===== config.mk =====
export PLATFORM = sky130hd
export DESIGN_NAME = stopwatch_timer_ctrl
export DESIGN_NICKNAME = d
export VERILOG_FILES = /design/src/rtl/stopwatch_pkg.sv /design/src/rtl/stopwatch_timer_ctrl_tick_prescaler.sv /design/src/rtl/stopwatch_timer_ctrl.sv
export SDC_FILE = /design/constraint.sdc
export NUM_CORES = 1
export LEC_CHECK = 0
export ABC_AREA = 1
export ABC_CLOCK_PERIOD_IN_PS = 3200
export BUFFER_PORTS_ARGS = -buffer_cell sky130_fd_sc_hd__clkbuf_2
export CAP_MARGIN = 20
export CORE_ASPECT_RATIO = 0.7
export CORE_UTILIZATION = 50
export CTS_CLUSTER_SIZE = 20
export DETAILED_ROUTE_END_ITERATION = 10
export GPL_ROUTABILITY_DRIVEN = 0
export PLACE_DENSITY = 0.72
export SYNTH_ARGS = -nofsm -noshare
export SYNTH_HDL_FRONTEND = slang
export SYNTH_SLANG_ARGS = --single-unit

===== constraint.sdc =====
create_clock -name clk -period 3.2 [get_ports clk]
set_input_delay 0.64 -clock clk [delete_from_list [all_inputs] [get_ports clk]]
set_output_delay 0.64 -clock clk [all_outputs]
set_load 0.03 [all_outputs]

===== src/rtl/stopwatch_pkg.sv =====
// Shared state encoding and width/limit constants for the HH:MM:SS sequencer.
package stopwatch_pkg;

    typedef enum logic [1:0] {
        ST_IDLE  = 2'd0,
        ST_RUN   = 2'd1,
        ST_PAUSE = 2'd2,
        ST_DONE  = 2'd3
    } state_t;

    localparam int SEC_W         = 6;
    localparam int HR_W          = 5;
    localparam int SEC_MAX_DEF   = 59;
    localparam int HR_MAX_DEF    = 23;
    localparam int ALARM_TOGGLES = 10;

endpackage


===== src/rtl/stopwatch_timer_ctrl_tick_prescaler.sv =====
// Free-running tick divider: counts 0..TICK_DIV-1 while run is high, holds otherwise.
module tick_prescaler #(
    parameter int TICK_DIV = 50_000_000
) (
    input  logic clk,
    input  logic reset,
    input  logic run,
    input  logic zero,
    output logic tick
);

    localparam int CW = (TICK_DIV > 1) ? $clog2(TICK_DIV) : 1;
    localparam logic [CW-1:0] LAST = CW'(TICK_DIV - 1);

    logic [CW-1:0] count;

    always_ff @(posedge clk) begin
        if (reset || zero) begin
            count <= '0;
        end else if (run) begin
            count <= (count == LAST) ? '0 : count + 1'b1;
        end
    end

    // A zeroing cycle swallows the tick so a clear never leaks a count enable.
    assign tick = run && !zero && (count == LAST);

endmodule


===== src/rtl/stopwatch_timer_ctrl.sv =====
// Start/pause/clear sequencer issuing carry/borrow-aware count enables to the HH:MM:SS chain.
// Optional alarm toggling in DONE is built when STOPWATCH_ALARM_EN is defined.
module stopwatch_timer_ctrl
    import stopwatch_pkg::*;
#(
    parameter int TICK_DIV = 50_000_000,
    parameter int SEC_MAX  = SEC_MAX_DEF,
    parameter int HR_MAX   = HR_MAX_DEF
) (
    input  logic            clk,
    input  logic            reset,
    input  logic            start,
    input  logic            stop,
    input  logic            clear,
    input  logic            mode_fwd,
    input  logic [SEC_W-1:0] sec_val,
    input  logic [SEC_W-1:0] min_val,
    input  logic [HR_W-1:0]  hr_val,
    output logic            cnt_fwd,
    output logic            sec_en,
    output logic            min_en,
    output logic            hr_en,
    output logic            cnt_clr,
    output logic            running,
    output logic            done,
    output logic            alarm,
    output logic [1:0]      state_dbg
);

    localparam logic [SEC_W-1:0] SEC_LAST = SEC_W'(SEC_MAX);

    if (TICK_DIV < 3 || SEC_MAX >= (1 << SEC_W) || HR_MAX >= (1 << HR_W)) begin : g_bad_param
        $error("stopwatch_timer_ctrl: parameter out of range");
    end

    state_t state, state_next;
    logic   fwd_next, sec_next, min_next, hr_next;
    logic   tick, pre_run, pre_zero, all_zero;

    assign all_zero = (sec_val == '0) && (min_val == '0) && (hr_val == '0);
    assign pre_zero = clear || (state == ST_IDLE);
`ifdef STOPWATCH_ALARM_EN
    assign pre_run  = (state == ST_RUN) || (state == ST_DONE);
`else
    assign pre_run  = (state == ST_RUN);
`endif

    tick_prescaler #(.TICK_DIV(TICK_DIV)) u_prescaler (
        .clk   (clk),
        .reset (reset),
        .run   (pre_run),
        .zero  (pre_zero),
        .tick  (tick)
    );

    always_comb begin
        state_next = state;
        fwd_next   = cnt_fwd;
        sec_next   = 1'b0;
        min_next   = 1'b0;
        hr_next    = 1'b0;
        case (state)
            ST_IDLE: begin
                if (start && !stop) begin
                    fwd_next   = mode_fwd;
                    state_next = (!mode_fwd && all_zero) ? ST_DONE : ST_RUN;
                end
            end
            ST_RUN: begin
                if (stop) state_next = ST_PAUSE;
                // A tick alongside stop still completes its count before pausing.
                if (tick) begin
                    if (cnt_fwd) begin
                        sec_next = 1'b1;
                        min_next = (sec_val == SEC_LAST);
                        hr_next  = (sec_val == SEC_LAST) && (min_val == SEC_LAST);
                    end else if (all_zero) begin
                        state_next = ST_DONE;
                    end else begin
                        sec_next = 1'b1;
                        min_next = (sec_val == '0);
                        hr_next  = (sec_val == '0) && (min_val == '0);
                    end
                end
            end
            ST_PAUSE: begin
                if (start && !stop) state_next = ST_RUN;
            end
            ST_DONE: ;
            default: state_next = ST_IDLE;
        endcase
        if (clear) begin
            state_next = ST_IDLE;
            sec_next   = 1'b0;
            min_next   = 1'b0;
            hr_next    = 1'b0;
        end
    end

    always_ff @(posedge clk) begin
        if (reset) begin
            state   <= ST_IDLE;
            cnt_fwd <= 1'b1;
            sec_en  <= 1'b0;
            min_en  <= 1'b0;
            hr_en   <= 1'b0;
            cnt_clr <= 1'b1;
        end else begin
            state   <= state_next;
            cnt_fwd <= fwd_next;
            sec_en  <= sec_next;
            min_en  <= min_next;
            hr_en   <= hr_next;
            cnt_clr <= clear;
        end
    end

`ifdef STOPWATCH_ALARM_EN
    logic [3:0] toggles;

    always_ff @(posedge clk) begin
        if (reset || clear || state != ST_DONE) begin
            alarm   <= 1'b0;
            toggles <= '0;
        end else if (tick) begin
            if (toggles < 4'(ALARM_TOGGLES)) begin
                alarm   <= !alarm;
                toggles <= toggles + 1'b1;
            end else begin
                alarm <= 1'b0;
            end
        end
    end
`else
    assign alarm = 1'b0;
`endif

    assign running   = (state == ST_RUN);
    assign done      = (state == ST_DONE);
    assign state_dbg = state;

endmodule


==> metrics <==
Final nets 366; fin. max-slew vios 0; Final HPWL DP about 3800 um; P&R area growth vs syn 12.9%; CTS tree built; Post-CTS Setup Bufs 0; Synth top area share 0.318; status finished clean; WP data arrival 1.60 ns; fraction of final layout cells sized beyond drive strength 1 0.226; metal2 WL 1770 um; Mapped Nets approximately 330; Post-synth EDFFs 0; Final ANT Viol Nets 0; Pwr Total 0.000760 W; Post-Route Skew slightly above 0.005 ns; Routed WL per cell 12.4 um; RSZ-0062 raised after global routing no; post-synth top area cell dfxtp_1; min-delay worst type reg2reg; number of global-route vias before repair 1,691; via count between 2,000 and 2,500; Post-Syn Area 2070 sq um; # port buffers 31; Pwr Density 324 nW/um^2; RR Startpoint state_dbg[1]; Routed WL 4820 um; Slew @ Worst Pin 0.529 ns; startpoint types flop; count of final setup violators 0; CP max FO 13; Vias/cell 5.16; Starting Density 0.526; largest net degree at the start of global routing 18; Cells after Synth 303; Max VDD drop roughly 290 uV; Top Layer Used met4; Synth Area per Inst 6.85 sq um; DRT Pass-1 Iters 5; number of buffers created by CTS 5; worst endpoint required time 2.56 ns; Period minus WS final 2.24 ns; drt drc 0; Sink Count 33; Rel. slew slack 0.647; Filler cells 389; final period utilization 0.699; Root Driver clkbuf_8; post-CTS sizing 0; Setup CP Type reg2out; DRT met1 WL between 2000 and 3000 um; max-cap viol count 0; Setup TNS 0 ns; Max Clk Rate 447 MHz; hold_buf cts 0; met3 wire len 356 um; Top FF cell, synth dfxtp_1; Hold Violations, Final 0; Area contributors post-synth dfxtp_1 32%, nand2_1 11%, nor2_1 8.1%, inv_1 7.6%, nor2_4 4.3%; post-synthesis sequential area ratio 0.318; GRT Total Usage 0.238; die area 4410 sq um; most frequent cell after synthesis nand2_1; Clock Pin Slew Worst Setup and Hold Paths 0.07 ns; Yosys cell types 34; Die Y 55.9 um; Async S/R FF share, synth 0; Clk Latency, worst-skew pair roughly 0.29 ns; Synth Register Bits 33; Core ar. between 3000 and 4000 sq um; crit end category output port; first-pass GRT wire length just over 8000 um; initial antenna violation count 0; Clock Path Buffers 2; DRT iter0 DRCs ~180; Cell Rows 19; Hold Startpoint u_prescaler.count[22]; Setup crit start state_dbg[1]; Leak Pwr ~1 nW; Die Wd 79.0 um; diode count 0; r2r setup slk 1.08 ns; IO Count 33; hold slack 0.522 ns; gr ovfl total 0; Synth warnings 0; synth cell count leaders 62 x nand2_1, 45 x nor2_1, 42 x inv_1; H-tree lvl count 2
layout by cell type (no fill, tap or decap), drive strengths merged:
cell type / n
nand3: 18
xor2: 2
o21bai: 3
clkinv: 2
nor2: 60
or2: 1
nor4: 3
nand3b: 1
nor3: 7
o211a: 1
o21ai: 11
clkbuf: 36
xnor2: 1
a21oi: 16
nor3b: 4
conb: 1
a31oi: 1
inv: 46
dfxtp: 33
nand4: 12
nand2: 73
ha: 5
area by class of cell:
class                      instances  area [sq um]  share of cell area
sequential                        33           661               0.282
tap                               52          65.1              0.0278
multi-input combinational        220          1210               0.517
clock inverter                     1          5.00             0.00214
timing repair buffer              31           155              0.0662
inverter                          47           176              0.0753
clock buffer                       5          68.8              0.0294
through the flow:
step	area (sq um)	std cells	worst slack [ns]	utilization
floorplan	2070	303	1.17	-
global placement	2270	383	1.19	0.575
detailed placement	2270	383	1.15	0.575
CTS	2340	389	0.998	0.594
global route	2340	389	0.872	0.594
finish	2340	389	0.963	0.594
flip-flops by register name, summed over array words and instances, names as in the netlist:
register and flops:
u_prescaler.count 26, cnt_fwd 1, cnt_clr 1, sec_en 1, hr_en 1, state_dbg 2
min_en 1
path summary, 6_finish.rpt:
kind                                 to  depth (start not counted)
setup / recovery                running                          3
hold reg to reg   u_prescaler.count[22]                          2
hold / removal    u_prescaler.count[22]                          2
setup reg to reg  u_prescaler.count[18]                          9
per-layer routing:
| metal | up-vias | GRT usage |
|---|---|---|
| met2 | 80 | 0.294 |
| met1 | 886 | 0.390 |
| met5 | - | 0 |
| li1 | 1033 | - |
| met3 | 10 | 0.0508 |
| met4 | 0 | 0.0779 |
where the power goes:
part | switching [W] | internal [W] | total (W)
Sequential | 0.00000288 | 0.000413 | 0.000416
Clock | 0.000146 | 0.000143 | 0.000289
Combinational | 0.0000336 | 0.0000214 | 0.0000549
Total | 0.000182 | 0.000577 | 0.000760
worst max-delay path, stage by stage, from the launching register on:
cell and delay, ns:
dfxtp_1 0.37, inv_1 0.12, ha_1 0.50, clkbuf_2 0.31
logic make-up after synthesis:
family                     share of synthesized area
buffers and inverters                         0.0977
and+or+nand+nor                                0.454
DFF                                            0.318
adders and majority gates                     0.0302
other                                        0.00181
AOI/OAI and AO/OA                             0.0856
xor gates and xnor gates                      0.0127
Power figures use the tool's default switching activity.
